File: src/rtl/mmio_uart_responder_if.sv
// mmio_uart_responder_if
// Bundles the CPU data-memory port and the UART byte ports of the MMIO
// responder into one interface.
//
// CPU side:
//   addr[31:0]  word address (addr[1:0] ignored)
//   we[3:0]     byte write enables, any bit set means a word store
//   re          load request
//   din[31:0]   store data
//   dout[31:0]  registered load data
//   hit         combinational region decode
// UART side:
//   tx_data/tx_valid/tx_ready  byte stream to the transmitter
//   rx_data/rx_valid/rx_ready  byte stream from the receiver
//
// Modports: slave = the responder, master = the CPU/UART environment.
interface mmio_uart_responder_if;
  logic [31:0] addr;
  logic [3:0]  we;
  logic        re;
  logic [31:0] din;
  logic [31:0] dout;
  logic        hit;
  logic [7:0]  tx_data;
  logic        tx_valid;
  logic        tx_ready;
  logic [7:0]  rx_data;
  logic        rx_valid;
  logic        rx_ready;

  modport slave (
    input  addr, we, re, din, tx_ready, rx_data, rx_valid,
    output dout, hit, tx_data, tx_valid, rx_ready
  );

  modport master (
    output addr, we, re, din, tx_ready, rx_data, rx_valid,
    input  dout, hit, tx_data, tx_valid, rx_ready
  );
endinterface

File: src/rtl/mmio_uart_responder.sv
// mmio_uart_responder
// Memory-mapped responder for the 0x8xxx_xxxx data region. Offsets
// (addr[7:2], addr[27:8] ignored):
//   0x00 R  UART status {rx_overrun, rx_avail, tx_free}; read clears overrun
//   0x04 R  RX byte, pops the buffer (0 and no pop when empty)
//   0x08 W  TX byte, loaded only when the holding register is free
//   0x10 R  cycle counter
//   0x14 R  retired-instruction counter (counts only while stall is low)
//   0x18 W  clear both counters
// Loads return on dout one cycle after re is sampled; dout holds otherwise.
//
// Ports:
//   clk          system clock
//   rst          synchronous active-low reset
//   stall        pipeline stall, suppresses access side effects
//   inst_retire  one instruction retired this cycle
//   bus          mmio_uart_responder_if.slave (CPU port + UART byte ports)
//
// Build option: define MMIO_RX_FIFO_EN for an RX_DEPTH-entry RX FIFO;
// otherwise the RX buffer is a single byte register.
//
// Handshakes: a byte moves on tx_valid & tx_ready and on rx_valid & rx_ready.
// tx_valid and rx_ready depend on registered state only. One exception on
// RX: when the buffer is full and the CPU pops in the same cycle, the byte
// on rx_data is also taken even though rx_ready is low, so the pop makes
// room for it and no overrun is flagged.
module mmio_uart_responder #(
  parameter int unsigned RX_DEPTH = 8
) (
  input  logic                  clk,
  input  logic                  rst,
  input  logic                  stall,
  input  logic                  inst_retire,
  mmio_uart_responder_if.slave  bus
);

  localparam logic [7:0] OFF_CTRL = 8'h00;
  localparam logic [7:0] OFF_RX   = 8'h04;
  localparam logic [7:0] OFF_TX   = 8'h08;
  localparam logic [7:0] OFF_CYC  = 8'h10;
  localparam logic [7:0] OFF_INST = 8'h14;
  localparam logic [7:0] OFF_CLR  = 8'h18;

  logic [7:0]  offs;
  logic        acc, rd_acc, wr_acc;
  logic [31:0] rdata;

  logic [31:0] dout_q, dout_d;
  logic        tx_valid_q, tx_valid_d;
  logic [7:0]  tx_data_q, tx_data_d;
  logic        ovr_q, ovr_d;
  logic [31:0] cyc_q, cyc_d;
  logic [31:0] inst_q, inst_d;

  logic        tx_hs, tx_load, ctr_clr;
  logic        rx_avail, rx_full, rx_pop, rx_push, ovr_evt;
  logic [7:0]  rx_head;

  logic        unused_bits;
  assign unused_bits = ^{bus.addr[27:8], bus.addr[1:0], bus.din[31:8]};

  assign offs    = {bus.addr[7:2], 2'b00};
  assign bus.hit = (bus.addr[31:28] == 4'h8) && (bus.re || (|bus.we));
  assign acc     = bus.hit && !stall;
  assign rd_acc  = acc && bus.re;
  assign wr_acc  = acc && (|bus.we);

  // TX: a handshake empties the register before a same-cycle store is
  // considered, so back-to-back bytes keep tx_valid high.
  assign tx_hs   = tx_valid_q && bus.tx_ready;
  assign tx_load = wr_acc && (offs == OFF_TX) && (!tx_valid_q || tx_hs);
  assign ctr_clr = wr_acc && (offs == OFF_CLR);

  assign rx_pop  = rd_acc && (offs == OFF_RX) && rx_avail;
  assign rx_push = bus.rx_valid && (!rx_full || rx_pop);
  assign ovr_evt = bus.rx_valid && rx_full && !rx_pop;

  assign bus.rx_ready = !rx_full;
  assign bus.tx_valid = tx_valid_q;
  assign bus.tx_data  = tx_data_q;
  assign bus.dout     = dout_q;

`ifdef MMIO_RX_FIFO_EN
  localparam int unsigned AW = $clog2(RX_DEPTH);

  logic [7:0]  rx_mem [RX_DEPTH];
  logic [AW:0] wptr_q, wptr_d, rptr_q, rptr_d;

  // Pointers carry one extra bit: equal low bits with different MSBs = full.
  assign rx_avail = (wptr_q != rptr_q);
  assign rx_full  = (wptr_q[AW] != rptr_q[AW]) &&
                    (wptr_q[AW-1:0] == rptr_q[AW-1:0]);
  assign rx_head  = rx_mem[rptr_q[AW-1:0]];
  assign wptr_d   = wptr_q + {{AW{1'b0}}, rx_push};
  assign rptr_d   = rptr_q + {{AW{1'b0}}, rx_pop};

  always_ff @(posedge clk) begin
    if (rst && rx_push) begin
      rx_mem[wptr_q[AW-1:0]] <= bus.rx_data;
    end
  end

  always_ff @(posedge clk) begin
    if (!rst) begin
      wptr_q <= '0;
      rptr_q <= '0;
    end else begin
      wptr_q <= wptr_d;
      rptr_q <= rptr_d;
    end
  end
`else
  localparam int unsigned unused_rx_depth = RX_DEPTH;

  logic       rxv_q, rxv_d;
  logic [7:0] rxb_q, rxb_d;

  assign rx_avail = rxv_q;
  assign rx_full  = rxv_q;
  assign rx_head  = rxb_q;

  always_comb begin
    rxv_d = rxv_q;
    rxb_d = rxb_q;
    if (rx_pop) begin
      rxv_d = 1'b0;
    end
    if (rx_push) begin
      rxv_d = 1'b1;
      rxb_d = bus.rx_data;
    end
  end

  always_ff @(posedge clk) begin
    if (!rst) begin
      rxv_q <= 1'b0;
      rxb_q <= 8'h00;
    end else begin
      rxv_q <= rxv_d;
      rxb_q <= rxb_d;
    end
  end
`endif

  // Read mux sees pre-edge state, so a load+store returns the old value.
  always_comb begin
    rdata = 32'h0;
    case (offs)
      OFF_CTRL: rdata = {29'h0, ovr_q, rx_avail, !tx_valid_q};
      OFF_RX:   rdata = rx_avail ? {24'h0, rx_head} : 32'h0;
      OFF_CYC:  rdata = cyc_q;
      OFF_INST: rdata = inst_q;
      default:  rdata = 32'h0;
    endcase
  end

  always_comb begin
    dout_d     = rd_acc ? rdata : dout_q;

    tx_valid_d = tx_valid_q;
    tx_data_d  = tx_data_q;
    if (tx_hs) begin
      tx_valid_d = 1'b0;
    end
    if (tx_load) begin
      tx_valid_d = 1'b1;
      tx_data_d  = bus.din[7:0];
    end

    // Clear-on-read first, so a same-cycle overrun leaves the flag set.
    ovr_d = ovr_q;
    if (rd_acc && (offs == OFF_CTRL)) begin
      ovr_d = 1'b0;
    end
    if (ovr_evt) begin
      ovr_d = 1'b1;
    end

    cyc_d  = ctr_clr ? 32'h0 : cyc_q + 32'd1;
    inst_d = ctr_clr ? 32'h0 :
             (inst_retire && !stall) ? inst_q + 32'd1 : inst_q;
  end

  always_ff @(posedge clk) begin
    if (!rst) begin
      dout_q     <= 32'h0;
      tx_valid_q <= 1'b0;
      tx_data_q  <= 8'h00;
      ovr_q      <= 1'b0;
      cyc_q      <= 32'h0;
      inst_q     <= 32'h0;
    end else begin
      dout_q     <= dout_d;
      tx_valid_q <= tx_valid_d;
      tx_data_q  <= tx_data_d;
      ovr_q      <= ovr_d;
      cyc_q      <= cyc_d;
      inst_q     <= inst_d;
    end
  end

endmodule

File: src/flat_wrapper.sv
// flat-port wrapper written by rule: the top's interface ports become plain ports
module mmio_uart_responder_flat 
#(
  parameter int unsigned RX_DEPTH = 8
)
  (clk, rst, stall, inst_retire, bus_addr, bus_we, bus_re, bus_din, bus_tx_ready, bus_rx_data, bus_rx_valid, bus_dout, bus_hit, bus_tx_data, bus_tx_valid, bus_rx_ready);
  mmio_uart_responder_if bus_i ();
  input  logic clk;
  input  logic rst;
  input  logic stall;
  input  logic inst_retire;
  input wire logic [$bits(bus_i.addr)-1:0] bus_addr;
  input wire logic [$bits(bus_i.we)-1:0] bus_we;
  input wire logic [$bits(bus_i.re)-1:0] bus_re;
  input wire logic [$bits(bus_i.din)-1:0] bus_din;
  input wire logic [$bits(bus_i.tx_ready)-1:0] bus_tx_ready;
  input wire logic [$bits(bus_i.rx_data)-1:0] bus_rx_data;
  input wire logic [$bits(bus_i.rx_valid)-1:0] bus_rx_valid;
  output wire logic [$bits(bus_i.dout)-1:0] bus_dout;
  output wire logic [$bits(bus_i.hit)-1:0] bus_hit;
  output wire logic [$bits(bus_i.tx_data)-1:0] bus_tx_data;
  output wire logic [$bits(bus_i.tx_valid)-1:0] bus_tx_valid;
  output wire logic [$bits(bus_i.rx_ready)-1:0] bus_rx_ready;
  assign bus_i.addr = bus_addr;
  assign bus_i.we = bus_we;
  assign bus_i.re = bus_re;
  assign bus_i.din = bus_din;
  assign bus_i.tx_ready = bus_tx_ready;
  assign bus_i.rx_data = bus_rx_data;
  assign bus_i.rx_valid = bus_rx_valid;
  assign bus_dout = bus_i.dout;
  assign bus_hit = bus_i.hit;
  assign bus_tx_data = bus_i.tx_data;
  assign bus_tx_valid = bus_i.tx_valid;
  assign bus_rx_ready = bus_i.rx_ready;
  mmio_uart_responder #(.RX_DEPTH(RX_DEPTH)) u_core (.clk(clk), .rst(rst), .stall(stall), .inst_retire(inst_retire), .bus(bus_i));
endmodule
File: config.mk
export PLATFORM = sky130hd
export DESIGN_NAME = mmio_uart_responder_flat
export DESIGN_NICKNAME = d
export VERILOG_FILES = /design/src/rtl/mmio_uart_responder_if.sv /design/src/rtl/mmio_uart_responder.sv /design/src/flat_wrapper.sv
export SDC_FILE = /design/constraint.sdc
export NUM_CORES = 1
export LEC_CHECK = 0
export CAP_MARGIN = 20
export CORE_MARGIN = 3
export CORE_UTILIZATION = 25
export CTS_CLUSTER_SIZE = 25
export DETAILED_ROUTE_END_ITERATION = 8
export GPL_TIMING_DRIVEN = 0
export HOLD_SLACK_MARGIN = 0.02
export PLACE_DENSITY = 0.56
export SLEW_MARGIN = 40
export SYNTH_ARGS = -nofsm -noshare
export SYNTH_HDL_FRONTEND = slang
export SYNTH_SLANG_ARGS = --single-unit
File: constraint.sdc
create_clock -name clk -period 2.3 [get_ports clk]
set_input_delay 0.345 -clock clk [delete_from_list [all_inputs] [get_ports clk]]
set_output_delay 0.345 -clock clk [all_outputs]
set_load 0.05 [all_outputs]
==> impl_metrics.tcl <==
set metrics [dict create \
    drive_gt1_share_pct 8.81 \
    final_cells 1013 \
    wl_met2_um 6840 \
    rsz0062_at_grt "no" \
    avgSynthCellArea_um2 8.59 \
    design.core.area_um2 21200 \
    cts_tree "done" \
    start_kind "flip-flop" \
    worst_pin_slew_ns 0.827 \
    final.setup_skew_ns 0.0129 \
    synth_nets 714 \
    setup.worst_path.end_class "flip-flop" \
    dr.pass1.iters 5 \
    fmax_mhz 454 \
    synth_area_leader_cell "dfxtp_1" \
    multi_input_comb_area_um2 2900 \
    drv_cap 0 \
    root_buffer "clkbuf_16" \
    wl_per_cell_um 14.9 \
    dieArea_um2 23400 \
    cp_slowest_stage_delay_ns 0.59 \
    vdd.ir_drop.worst_mv 0.443 \
    crit_slowest_cell "or4_1" \
    hold_viol 0 \
    synth_warnings 0 \
    fin_crit_sh_pct 95.7 \
    drc_errors 0 \
    antenna_cells 0 \
    dp.cells 982 \
    ys_top_cells_by_area "dfxtp_1, mux2i_1, nand2_1, o21ai_0, o211ai_1" \
    route.met3.wl_um 779 \
    gp_congestion 0.793 \
    fill_cells 2191 \
    ant_nets 0 \
    hp-class "input port to flip-flop" \
    ys_types 44 \
    cp_max_fo 9 \
    tns_ns 0 \
    initial_core_util_pct 25.5 \
    grt_pass1_vias 4691 \
    final-max-slew-violation-count 0 \
    wl_met1_um 7380 \
    synthFlopType "dfxtp_1" \
    p_leak_nw 2.31 \
    ioPinCount 126 \
    dp_hpwl_um 11100 \
    cts_buffers 17 \
    clk_latency_ns 0.42 \
    die_h_um 153 \
    cts_sinks 115 \
    portBuffers 78 \
    grt_pass1_wl_um 24800 \
    stdcell_area_um2 7220 \
    yosysSeqAreaShare_pct 42.6 \
    gr-usage-all-layers_pct 13.0 \
    slew_headroom_pct 44.9 \
    critical_path_class "flip-flop to flip-flop" \
    grt_max_degree 17 \
    vias 4965 \
    ys_seq_elements 115 \
    critPathArrivalTime_ns 2.56 \
    cts_hold_buf 0 \
    crit_path_cell_trace "nand3_1, or4_1, buf_1, nor4_1, mux2i_1" \
    syn2layout_area_growth_pct 33.7 \
    path_clk_slew_ns 0.06 \
    syn-cell-area_um2 5400 \
    gr-total-overflow 0 \
    postSynthCellCount 629 \
    dieWidth_um 153 \
    min_period_ns 2.20 \
    seqCellArea_um2 2310 \
    finalWirelength_um 15100 \
    async_flop_share_pct 0 \
    htree_levels 4 \
    viasPerCell 4.90 \
    grt_antenna_before_repair 0 \
    synth_top_area_share_pct 42.6 \
    highest_layer "met4" \
    drt_iter0_drc 251 \
    worstPathRequired_ns 2.65 \
    setup_viol 0 \
    cts_max_path_buffers 2 \
    cellPowerDensity_nw_per_um2 691 \
    fp-row-count 53 \
    dpl-instance-area_um2 6540 \
    fin_nets 811 \
    synth_edf_count 0 \
    status "completed" \
]
[timing repair]
action,in CTS,in global routing
hold endpoints to repair,0,0
resized for setup,10,16
pin swaps,0,1
endpoints found under the setup margin,89,74
setup buffers,0,2
[state kept, by name (all words and copies together) (netlist names)]
| name | flops |
|---|---|
| u_core.rx_head | 8 |
| u_core.bus.dout | 32 |
| u_core.rx_avail | 1 |
| u_core.inst_q | 32 |
| u_core.bus.tx_data | 8 |
| u_core.cyc_q | 32 |
| u_core.bus.tx_valid | 1 |
| u_core.ovr_q | 1 |
[cells in the mapped netlist, drive strengths merged, types with 3 or more instances]
master   instances
buf             14
and4             5
inv             24
nor4             9
nand3           18
nor3            12
o31ai           24
mux2i           53
or3              8
xnor2           15
nor2b            6
o21ai           41
or4             21
nand4           24
a21oi           36
o211ai          26
dfxtp          115
nor2            36
and3             3
a2bb2oi          5
and2             3
clkbuf          28
xor2            10
nand2           72
[stage by stage]
step           total power, mW  util [%]  setup slack (ns)  hold WS [ns]
6_report                  4.99      34.1            0.0980         0.436
3_5_place_dp              2.32      30.9            -0.781         0.443
5_1_grt                   5.17      34.1            0.0109         0.444
3_3_place_gp              2.31      30.9             -1.25         0.440
2_1_floorplan             2.20         -             0.221         0.430
4_1_cts                   5.05      34.0            0.0191         0.412
[cells by family (layout without fill, tap and decap cells)]
family                   Yosys count  after routing  share of synthesized area [%]
adder cells (fa/ha/maj)            2              2                          0.463
buffers and inverters             66            175                           4.91
multiplexers                      53             53                           9.82
XOR/XNOR                          25             25                           4.05
flip-flops                       115            115                           42.6
AO/OA/AOI/OAI                    139            139                           15.9
AND/OR/NAND/NOR                  229            229                           22.3
[cells in the final DEF (no fill, tap or decap), types with 4 or more instances in the layout]
| cell | instances |
|---|---|
| dfxtp_1 | 108 |
| or3_1 | 8 |
| nand2_1 | 72 |
| o21ai_0 | 39 |
| o31ai_1 | 23 |
| buf_2 | 7 |
| nor2_1 | 36 |
| clkbuf_16 | 17 |
| mux2i_1 | 53 |
| nor4_1 | 8 |
| a21oi_1 | 35 |
| inv_6 | 4 |
| buf_1 | 6 |
| nand4_1 | 22 |
| o211ai_1 | 26 |
| inv_1 | 24 |
| a2bb2oi_1 | 5 |
| xnor2_1 | 15 |
| nor2b_1 | 6 |
| clkbuf_2 | 5 |
| nor3_1 | 12 |
| dfxtp_2 | 7 |
| xor2_1 | 10 |
| and4_1 | 5 |
| clkbuf_1 | 21 |
| nand3_1 | 17 |
| or4_1 | 20 |
| clkdlybuf4s50_1 | 77 |
[area by class of cell]
| type | count | share of cell area [%] |
|---|---|---|
| clock buffers | 17 | 5.89 |
| well taps | 275 | 4.76 |
| repair buffers | 80 | 11.0 |
| multi-input cells | 448 | 40.2 |
| inverters | 24 | 1.25 |
| clock inverters | 14 | 2.48 |
| flip-flops and latches | 115 | 32.0 |
| plain buffers | 40 | 2.39 |
[critical path: cells and delay by family (launching register included)]
kind	cells	cell delay, ns
buf+inv	1	0.25
simple gates	3	1.25
flops	1	0.40
mux	1	0.23
[layer usage]
metal	vias up	GRT usage, %
met2	123	19.7
met3	14	3.99
met4	0	3.90
li1	2494	-
met5	-	0
met1	2334	17.8
[power breakdown]
group | total [mW] | internal, mW | switching (mW)
combinational | 0.249 | 0.113 | 0.136
sequential | 2.03 | 2.01 | 0.0166
clock | 2.72 | 1.71 | 1.00
total | 4.99 | 3.83 | 1.16
[worst paths after layout]
| path | start | slack (ns) | endpoint | cells past startpoint |
|---|---|---|---|---|
| setup reg to reg | u_core.cyc_q[2] | 0.1 | u_core.cyc_q[31] | 5 |
| hold / removal | rst | 0.44 | u_core.cyc_q[17] | 3 |
| hold reg to reg | u_core.bus.dout[8] | 0.45 | u_core.bus.dout[8] | 2 |
| setup / recovery | u_core.cyc_q[2] | 0.1 | u_core.cyc_q[31] | 5 |
No activity file was read; power rests on OpenSTA's default activity.
